==> config.mk <==
export PLATFORM = sky130hd
export DESIGN_NAME = irq_controller
export DESIGN_NICKNAME = d
export VERILOG_FILES = /design/src/rtl/irqctl_pkg.sv /design/src/rtl/irq_prio_enc.sv /design/src/rtl/irq_controller.sv
export SDC_FILE = /design/constraint.sdc
export NUM_CORES = 1
export LEC_CHECK = 0
export CAP_MARGIN = 5
export CORE_ASPECT_RATIO = 0.7
export CORE_MARGIN = 5
export CORE_UTILIZATION = 39
export DETAILED_ROUTE_END_ITERATION = 8
export PLACE_DENSITY = 0.77
export SLEW_MARGIN = 20
export SYNTH_ARGS = -nofsm -noshare
export SYNTH_HDL_FRONTEND = slang
export SYNTH_SLANG_ARGS = --single-unit
==> constraint.sdc <==
create_clock -name clk -period 1.65 [get_ports clk]
set_clock_uncertainty 0.15 [all_clocks]
set_input_delay 0.165 -clock clk [delete_from_list [all_inputs] [get_ports clk]]
set_output_delay 0.165 -clock clk [all_outputs]
set_load 0.05 [all_outputs]
==> src/rtl/irqctl_pkg.sv <==
// Shared types and limits for the interrupt controller.
package irqctl_pkg;

  typedef enum logic [1:0] {
    IDLE    = 2'd0,
    REQ     = 2'd1,
    SERVICE = 2'd2
  } irqctl_state_t;

  localparam int MAX_SRC = 32;

endpackage

==> src/rtl/irq_prio_enc.sv <==
// Lowest-index-wins priority encoder over the pending vector.
module irq_prio_enc #(
  parameter int NUM_SRC = 8,
  parameter int ID_W    = $clog2(NUM_SRC)
) (
  input  logic [NUM_SRC-1:0] vec,
  output logic               any,
  output logic [ID_W-1:0]    idx
);

  // Scan from the top down so the lowest set index is the last one written.
  always_comb begin
    any = |vec;
    idx = '0;
    for (int i = NUM_SRC - 1; i >= 0; i--) begin
      if (vec[i]) idx = ID_W'(i);
    end
  end

endmodule

==> src/rtl/irq_controller.sv <==
// Interrupt controller: enable mask, pending latch, lowest-index arbitration
// and a single-outstanding req/ack/eoi handshake to the CPU.
// Optional macro IRQCTL_EDGE_EN switches pending sets from level to rising edge.
//
//   state   | meaning
//   --------+-----------------------------------------------------------
//   IDLE    | nothing in flight; picks lowest pending source when any
//   REQ     | irq_req high, irq_id frozen until the CPU acks
//   SERVICE | irq_busy high, CPU handling irq_id until eoi
module irq_controller
  import irqctl_pkg::*;
#(
  parameter  int NUM_SRC = 8,
  localparam int ID_W    = $clog2(NUM_SRC)
) (
  input  logic               clk,
  input  logic               reset_n,
  input  logic [NUM_SRC-1:0] irq_in,
  input  logic               mask_wr,
  input  logic [NUM_SRC-1:0] mask_wdata,
  output logic [NUM_SRC-1:0] irq_enable,
  output logic [NUM_SRC-1:0] irq_pending,
  output logic               irq_req,
  output logic [ID_W-1:0]    irq_id,
  input  logic               irq_ack,
  input  logic               irq_eoi,
  output logic               irq_busy
);

  if (NUM_SRC < 2 || NUM_SRC > MAX_SRC) begin : g_bad_num_src
    $error("irq_controller: NUM_SRC out of range 2..32");
  end

  irqctl_state_t      state_q, state_d;
  logic [NUM_SRC-1:0] enable_q, enable_d;
  logic [NUM_SRC-1:0] pending_q, pending_d;
  logic [ID_W-1:0]    id_q, id_d;
  logic               req_q, req_d;
  logic               busy_q, busy_d;
  logic [NUM_SRC-1:0] set_vec;
  logic [NUM_SRC-1:0] clr_vec;
  logic               ack_take;
  logic               enc_any;
  logic [ID_W-1:0]    enc_idx;

`ifdef IRQCTL_EDGE_EN
  logic [NUM_SRC-1:0] irq_in_q;

  // Previous-cycle copy of the lines, used to detect rising edges.
  always_ff @(posedge clk) begin
    if (!reset_n) irq_in_q <= '0;
    else          irq_in_q <= irq_in;
  end
`endif

  irq_prio_enc #(
    .NUM_SRC (NUM_SRC),
    .ID_W    (ID_W)
  ) u_prio_enc (
    .vec (pending_q),
    .any (enc_any),
    .idx (enc_idx)
  );

  // Mask register and pending latch; a set in the ack cycle beats the clear.
  always_comb begin
    enable_d = mask_wr ? mask_wdata : enable_q;
`ifdef IRQCTL_EDGE_EN
    set_vec  = irq_in & ~irq_in_q & enable_q;
`else
    set_vec  = irq_in & enable_q;
`endif
    ack_take = (state_q == REQ) && irq_ack;
    clr_vec  = '0;
    if (ack_take) clr_vec = NUM_SRC'(1) << id_q;
    pending_d = (pending_q & ~clr_vec) | set_vec;
  end

  // Next state and registered handshake outputs.
  always_comb begin
    state_d = state_q;
    id_d    = id_q;
    unique case (state_q)
      IDLE: begin
        if (enc_any) begin
          id_d    = enc_idx;
          state_d = REQ;
        end
      end
      REQ: begin
        if (ack_take) state_d = SERVICE;
      end
      SERVICE: begin
        if (irq_eoi) state_d = IDLE;
      end
      default: state_d = IDLE;
    endcase
    req_d  = (state_d == REQ);
    busy_d = (state_d == SERVICE);
  end

  // State and datapath registers with synchronous active-low reset.
  always_ff @(posedge clk) begin
    if (!reset_n) begin
      state_q   <= IDLE;
      enable_q  <= '0;
      pending_q <= '0;
      id_q      <= '0;
      req_q     <= 1'b0;
      busy_q    <= 1'b0;
    end else begin
      state_q   <= state_d;
      enable_q  <= enable_d;
      pending_q <= pending_d;
      id_q      <= id_d;
      req_q     <= req_d;
      busy_q    <= busy_d;
    end
  end

  assign irq_enable  = enable_q;
  assign irq_pending = pending_q;
  assign irq_id      = id_q;
  assign irq_req     = req_q;
  assign irq_busy    = busy_q;

endmodule

==> flow_metrics.env, run 1 <==
export IMPL_synth_area_top_cells="dfxtp_1 51%, mux2i_1 8.9%, a21oi_1 7.8%"
export IMPL_htree_num_levels=1
export IMPL_clockRootBuffer="clkbuf_4"
export IMPL_hold_viol=0
export IMPL_ys_warn_count=0
export IMPL_die_h_um=50.13
export IMPL_grt_pass1_vias=826
export IMPL_synthMuxAreaShare_pct=8.926
export IMPL_antenna_found_initial=0
export IMPL_io_buffers=41
export IMPL_arrival_ns=1.64
export IMPL_reg2reg_to="irq_id[0]"
export IMPL_r2r_cells=4
export IMPL_drt_iter0_markers=41
export IMPL_synth_compound_area_share_pct=18.97
export IMPL_status="finished clean"
export IMPL_insertion_delay_ns=0.31
export IMPL_worstSetupPathType="flip-flop to flip-flop"
export IMPL_yosysTopAreaCell="dfxtp_1"
export IMPL_postSynthNetCount=120
export IMPL_synth_top_family_by_area="compound AO/OA/AOI/OAI gates"
export IMPL_first_pass_iters=4
export IMPL_r2r_slack_ns=0.08
export IMPL_post_route_period_util_pct=95.11
export IMPL_core_rowCount=14
export IMPL_powerDensity_mw_per_mm2=924.5
export IMPL_synthCells=99
export IMPL_tightestPinTransition_ns=0.3168
export IMPL_ys_ff_latch=23
export IMPL_synthAdderAreaFrac_pct=0
export IMPL_die_area_mm2=0.003375
export IMPL_irDropWorstVdd_mv=0.5099
export IMPL_cts_tree="done"
export IMPL_synth_cell_type_count=20
export IMPL_num_vias=869
export IMPL_ctsHoldBuffers=0
export IMPL_cp_max_fo=6
export IMPL_synth_edf_count=0
export IMPL_yosys_area_share_simple_pct=18.27
export IMPL_place_congestion=0.8363
export IMPL_finalSetupTns_ns=0
export IMPL_fill_cells=198
export IMPL_finalMaxSlewViolations=0
export IMPL_wirelength_um=2340
export IMPL_multiInputGateArea_um2=426.7
export IMPL_dp_hpwl_um=1846
export IMPL_relSlewSlack_pct=78.85
export IMPL_numCtsBuffers=3
export IMPL_place_ws_ns=0.09069
export IMPL_drc=0
export IMPL_power_leakage_nw=0.5731
export IMPL_syn_area_per_cell_um2=9.062
export IMPL_setup_slack_ns=0.08063
export IMPL_min_to="irq_pending[6]"
export IMPL_cap_violations=0
export IMPL_synth_top_area_share_pct=51.32
export IMPL_synthToLayoutAreaGrowth_pct=54.53
export IMPL_cp_end_kind="flip-flop"
export IMPL_grt_pass1_wl_um=3643
export IMPL_ys_flop_type="dfxtp_1"
export IMPL_cts_buffer_depth=2
export IMPL_io_pin_count=42
export IMPL_fmax_ghz=0.6372
export IMPL_drive_above_1_share_pct=26.90
export IMPL_seq_area_frac_synth_pct=51.32
export IMPL_gr_usage_all_layers_pct=14.45
export IMPL_diodes=0
export IMPL_min_path_type="input port to flip-flop"
export IMPL_fin_nets=167
export IMPL_syn_area_um2=897.1
export IMPL_seqCellArea_um2=469.2
export IMPL_die_x_um=67.33
export IMPL_cp_required_ns=1.72
export IMPL_wire_per_inst_um=13.22
export IMPL_reg2reg_from="irq_pending[7]"
export IMPL_ant_nets=0
export IMPL_hold_start="irq_in[6]"
export IMPL_core_region_area_mm2=0.002172
export IMPL_postLayoutCoreUtil_pct=63.82
export IMPL_holdPathStages=3
export IMPL_viasPerCell=4.910
export IMPL_cp_start_kind="flip-flop"
export IMPL_path_clk_slew_ns=0.12
export IMPL_synth_xor_area_share_pct=0
export IMPL_start_util_pct=41.30
export IMPL_setup_viol=0
export IMPL_period_needed_ns=1.569
export IMPL_synth_async_reset_ratio_pct=0
export IMPL_grt_max_degree=13
export IMPL_grt_remaining_overflow=0
export IMPL_clock_sinks=23
==> registers in the layout (all words and copies together), names as in the netlist <==
register     count
irq_enable       8
irq_pending      8
irq_id           3
state_q          2
irq_busy         1
irq_req          1
==> through the flow <==
step / hold WS [ns] / instance area (um2) / power (mW) / instances
5_1_grt: 0.2471 / 1386 / 1.350 / 177
3_5_place_dp: 0.3147 / 1338 / 1.033 / 172
4_1_cts: 0.2388 / 1364 / 1.286 / 176
6_report: 0.2448 / 1386 / 1.282 / 177
2_1_floorplan: 0.1505 / 903.4 / 0.8777 / 99
3_3_place_gp: 0.3058 / 1338 / 1.025 / 172
==> cells in the final DEF (no fill, tap or decap), drive strengths merged, types with 2 or more instances in the layout <==
cell type      instances
buf                   25
o31ai                  2
clkdlybuf4s50         20
nand3                  2
nor2                  14
nand2b                 3
or4                    2
a21oi                 14
clkbuf                 4
dfxtp                 23
nand2                 10
o21ai                  8
mux2i                  8
inv                    3
==> synth_stat cells (all sizes together), types with 2 or more instances <==
library cell,n
a21oi,14
clkbuf,3
dfxtp,23
inv,3
mux2i,8
nand2,10
nand2b,3
nand3,2
nor2,14
o21ai,8
o31ai,2
or4,2
==> area by class of cell <==
cell class,count,share of cell area (%)
clock buffers,4,1.895
multi-input cells,70,30.78
inverters,3,0.8123
repair buffers,45,29.78
flip-flops and latches,23,33.84
well taps,32,2.888
==> kinds of logic (layout without fill, tap and decap cells) <==
family,Yosys count,in the layout
flops,23,23
mux,8,8
buf+inv,6,52
compound gates,28,28
simple gates,34,34
==> report_power, final <==
part           internal, mW  switching [mW]  total (mW)
Clock                0.0944           0.161       0.255
Sequential            0.597          0.0458       0.643
Combinational         0.164           0.220       0.384
==> per-layer routing <==
metal / wire length [um] / track usage (%) / up-vias
met3: 190 / 7.273 / 6
met5: 0 / 0 / -
li1: - / - / 440
met4: 44 / 6.061 / 0
met2: 1057 / 21.70 / 32
met1: 1047 / 17.37 / 391
==> timing repair <==
action,4_1_cts,5_1_grt
buffers inserted,0,1
resized for setup,0,3
setup endpoints to repair,0,1
==> worst max-delay path: stages, from the launching register on <==
cell and delay [ns]:
dfxtp_4 0.38, or4_4 0.55, o21ai_4 0.24, nand3_2 0.10
o41ai_2 0.05
==> worst max-delay path by stage <==
stage                               from              to  slack, ns  cells after the start
after floorplan           irq_pending[4]       irq_id[0]       0.01                      4
after global routing      irq_pending[7]       irq_id[0]     -0.001                      4
after global placement           irq_ack  irq_pending[1]       0.09                      5
after CTS                 irq_pending[3]       irq_id[0]       0.09                      4
after detailed placement         irq_ack  irq_pending[6]       0.09                      5
final                     irq_pending[7]       irq_id[0]       0.08                      4
No activity file was read; power rests on OpenSTA's default activity.
==> run 2, diff against run 1 <==
--- a/config.mk
+++ b/config.mk
@@ -9,6 +9,7 @@
 export CORE_ASPECT_RATIO = 0.7
 export CORE_MARGIN = 5
 export CORE_UTILIZATION = 39
+export CTS_CLUSTER_SIZE = 8
 export DETAILED_ROUTE_END_ITERATION = 8
 export PLACE_DENSITY = 0.77
 export SLEW_MARGIN = 20
==> constraint.sdc (replaced) <==
create_clock -name clk -period 1.65 [get_ports clk]
set_clock_uncertainty 0.15 [all_clocks]
set_input_delay 0.165 -clock clk [delete_from_list [all_inputs] [get_ports clk]]
set_output_delay 0.165 -clock clk [all_outputs]
set_load 0.005 [all_outputs]
==> flow_metrics.env, run 2 (synthesis gave the netlist of run 1 again) <==
export IMPL_fin_area_mm2=0.001423
export IMPL_grt_pass1_vias=922
export IMPL_post_route_period_util_pct=96.58
export IMPL_drc=0
export IMPL_numCtsBuffers=3
export IMPL_wirelength_um=2449
export IMPL_fin_nets=169
export IMPL_start_util_pct=41.30
export IMPL_period_needed_ns=1.594
export IMPL_place_area_mm2=0.001381
export IMPL_cp_max_fo=5
export IMPL_switching_share_pct=26.22
export IMPL_r2r_slack_ns=0.11
export IMPL_wire_per_inst_um=13.68
export IMPL_power_switching_mw=0.3048
export IMPL_irDropWorstVdd_mv=0.3589
export IMPL_io_buffers=41
export IMPL_viasPerCell=4.922
export IMPL_drive_above_1_share_pct=14.29
export IMPL_placed_cells=175
export IMPL_cap_violations=0
export IMPL_clockRootBuffer="clkbuf_4"
export IMPL_cp_end_kind="output port"
export IMPL_cts_buffer_depth=2
export IMPL_dp_hpwl_um=1958
export IMPL_ant_nets=0
export IMPL_r2r_cells=4
export IMPL_die_x_um=67.33
export IMPL_insertion_delay_ns=0.31
export IMPL_core_rowCount=14
export IMPL_critPathLaunch="irq_pending[2]"
export IMPL_hold_start="irq_in[7]"
export IMPL_grt_pass1_wl_um=4140
export IMPL_arrival_ns=1.28
export IMPL_final_common_cell="clkdlybuf4s50_1"
export IMPL_drt_iter0_markers=26
export IMPL_powerDensity_mw_per_mm2=816.9
export IMPL_tightestPinTransition_ns=0.2766
export IMPL_pwr_share_clk_pct=22.2
export IMPL_cts_tree="done"
export IMPL_power_leakage_nw=0.5694
export IMPL_postCtsSetupBuffers=0
export IMPL_die_h_um=50.13
export IMPL_core_region_area_mm2=0.002172
export IMPL_p_int_mw=0.8574
export IMPL_place_congestion=0.8109
export IMPL_grt_max_degree=13
export IMPL_min_path_type="input port to flip-flop"
export IMPL_gr_usage_all_layers_pct=16.02
export IMPL_finalSetupTns_ns=0
export IMPL_antenna_found_initial=0
export IMPL_io_pin_count=42
export IMPL_setup_viol=0
export IMPL_hold_viol=0
export IMPL_synthToLayoutAreaGrowth_pct=58.58
export IMPL_reg2reg_to="irq_id[0]"
export IMPL_diodes=0
export IMPL_grt_remaining_overflow=0
export IMPL_status="finished clean"
export IMPL_path_clk_slew_ns=0.12
export IMPL_crit_path_end="irq_pending[2]"
export IMPL_worstSetupPathType="flip-flop to output port"
export IMPL_cp_required_ns=1.33
export IMPL_power_frac_seq_pct=55.0
export IMPL_combPwrFrac_pct=22.8
export IMPL_reg2reg_from="irq_pending[7]"
export IMPL_grt_setup_unrepaired="false"
export IMPL_num_vias=881
export IMPL_finalMaxSlewViolations=0
export IMPL_relSlewSlack_pct=81.32
export IMPL_die_area_mm2=0.003375
export IMPL_fmax_ghz=0.6275
export IMPL_cp_start_kind="flip-flop"
export IMPL_first_pass_iters=4
export IMPL_clock_sinks=23
export IMPL_layout_cells_non_filler=179
export IMPL_layout_common_cells="39 x clkdlybuf4s50_1, 15 x dfxtp_1, 14 x nor2_1, 14 x a21oi_1, 10 x nand2_1"
export IMPL_htree_num_levels=1
[run 2: changes by cell type in the layout (fill, tap and decap cells not counted)]
cell,previous run,this run
buf_12,2,0
dfxtp_4,1,0
o41ai_2,1,0
dfxtp_2,4,8
buf_4,23,6
dfxtp_1,18,15
o41ai_1,0,1
dlymetal6s2s_1,0,2
clkdlybuf4s50_1,20,39
nand3_1,1,2
nand3_2,1,0
[run 2: worst max-delay path, stage by stage, from the launching register on]
cell             delay (ns)
dfxtp_2                0.35
buf_4                  0.12
clkdlybuf4s50_1        0.50
[run 2: how the worst min path moves through the flow]
stage                     cells past startpoint        endpoint
after floorplan                               2       irq_id[0]
after global placement                        2  irq_pending[5]
after detailed placement                      2  irq_pending[7]
after CTS                                     3  irq_pending[7]
after global routing                          3  irq_pending[7]
final                                         3  irq_pending[7]
[run 2: area by class of cell]
class	instances	area, um2
Sequential cell	23	470.5
Clock buffer	4	26.28
Tap cell	32	40.04
Multi-Input combinational cell	70	414.1
Inverter	3	11.26
Timing Repair Buffer	47	460.4
Fill cell	209	749.5
[run 2: repair_timing]
action | CTS | global route
hold buffers | 0 | 0
setup endpoints to repair | 1 | 7
gates resized for setup | 1 | 9
[run 2: power by group through the flow]
stage	Sequential (mW)	Combinational, mW	Clock, mW
after floorplan	0.645	0.113	0
after global placement	0.645	0.261	0
after detailed placement	0.648	0.266	0
after CTS	0.636	0.267	0.266
after global routing	0.645	0.290	0.290
final	0.639	0.265	0.258
[run 2: metal layers]
layer / up-vias / share of wire, % / track usage, % / wire [um]
met5: - / 0 / 0 / 0
met4: 0 / 1.3 / 3.030 / 32
met3: 7 / 8.4 / 7.273 / 206
met2: 33 / 48 / 26.26 / 1169
met1: 398 / 43 / 19.37 / 1041
li1: 443 / - / - / -
[run 2: metrics by stage]
step / power [mW] / utilization (%) / hold WS, ns / worst slack, ns
3_5_place_dp: 0.9144 / 63.59 / 0.3181 / 0.07634
5_1_grt: 1.226 / 65.50 / 0.2539 / 0.01063
4_1_cts: 1.170 / 64.86 / 0.2427 / 0.0001711
3_3_place_gp: 0.9068 / 63.59 / 0.3101 / 0.1276
6_report: 1.162 / 65.50 / 0.2503 / 0.05637
2_1_floorplan: 0.7575 / - / 0.1505 / 0.1849
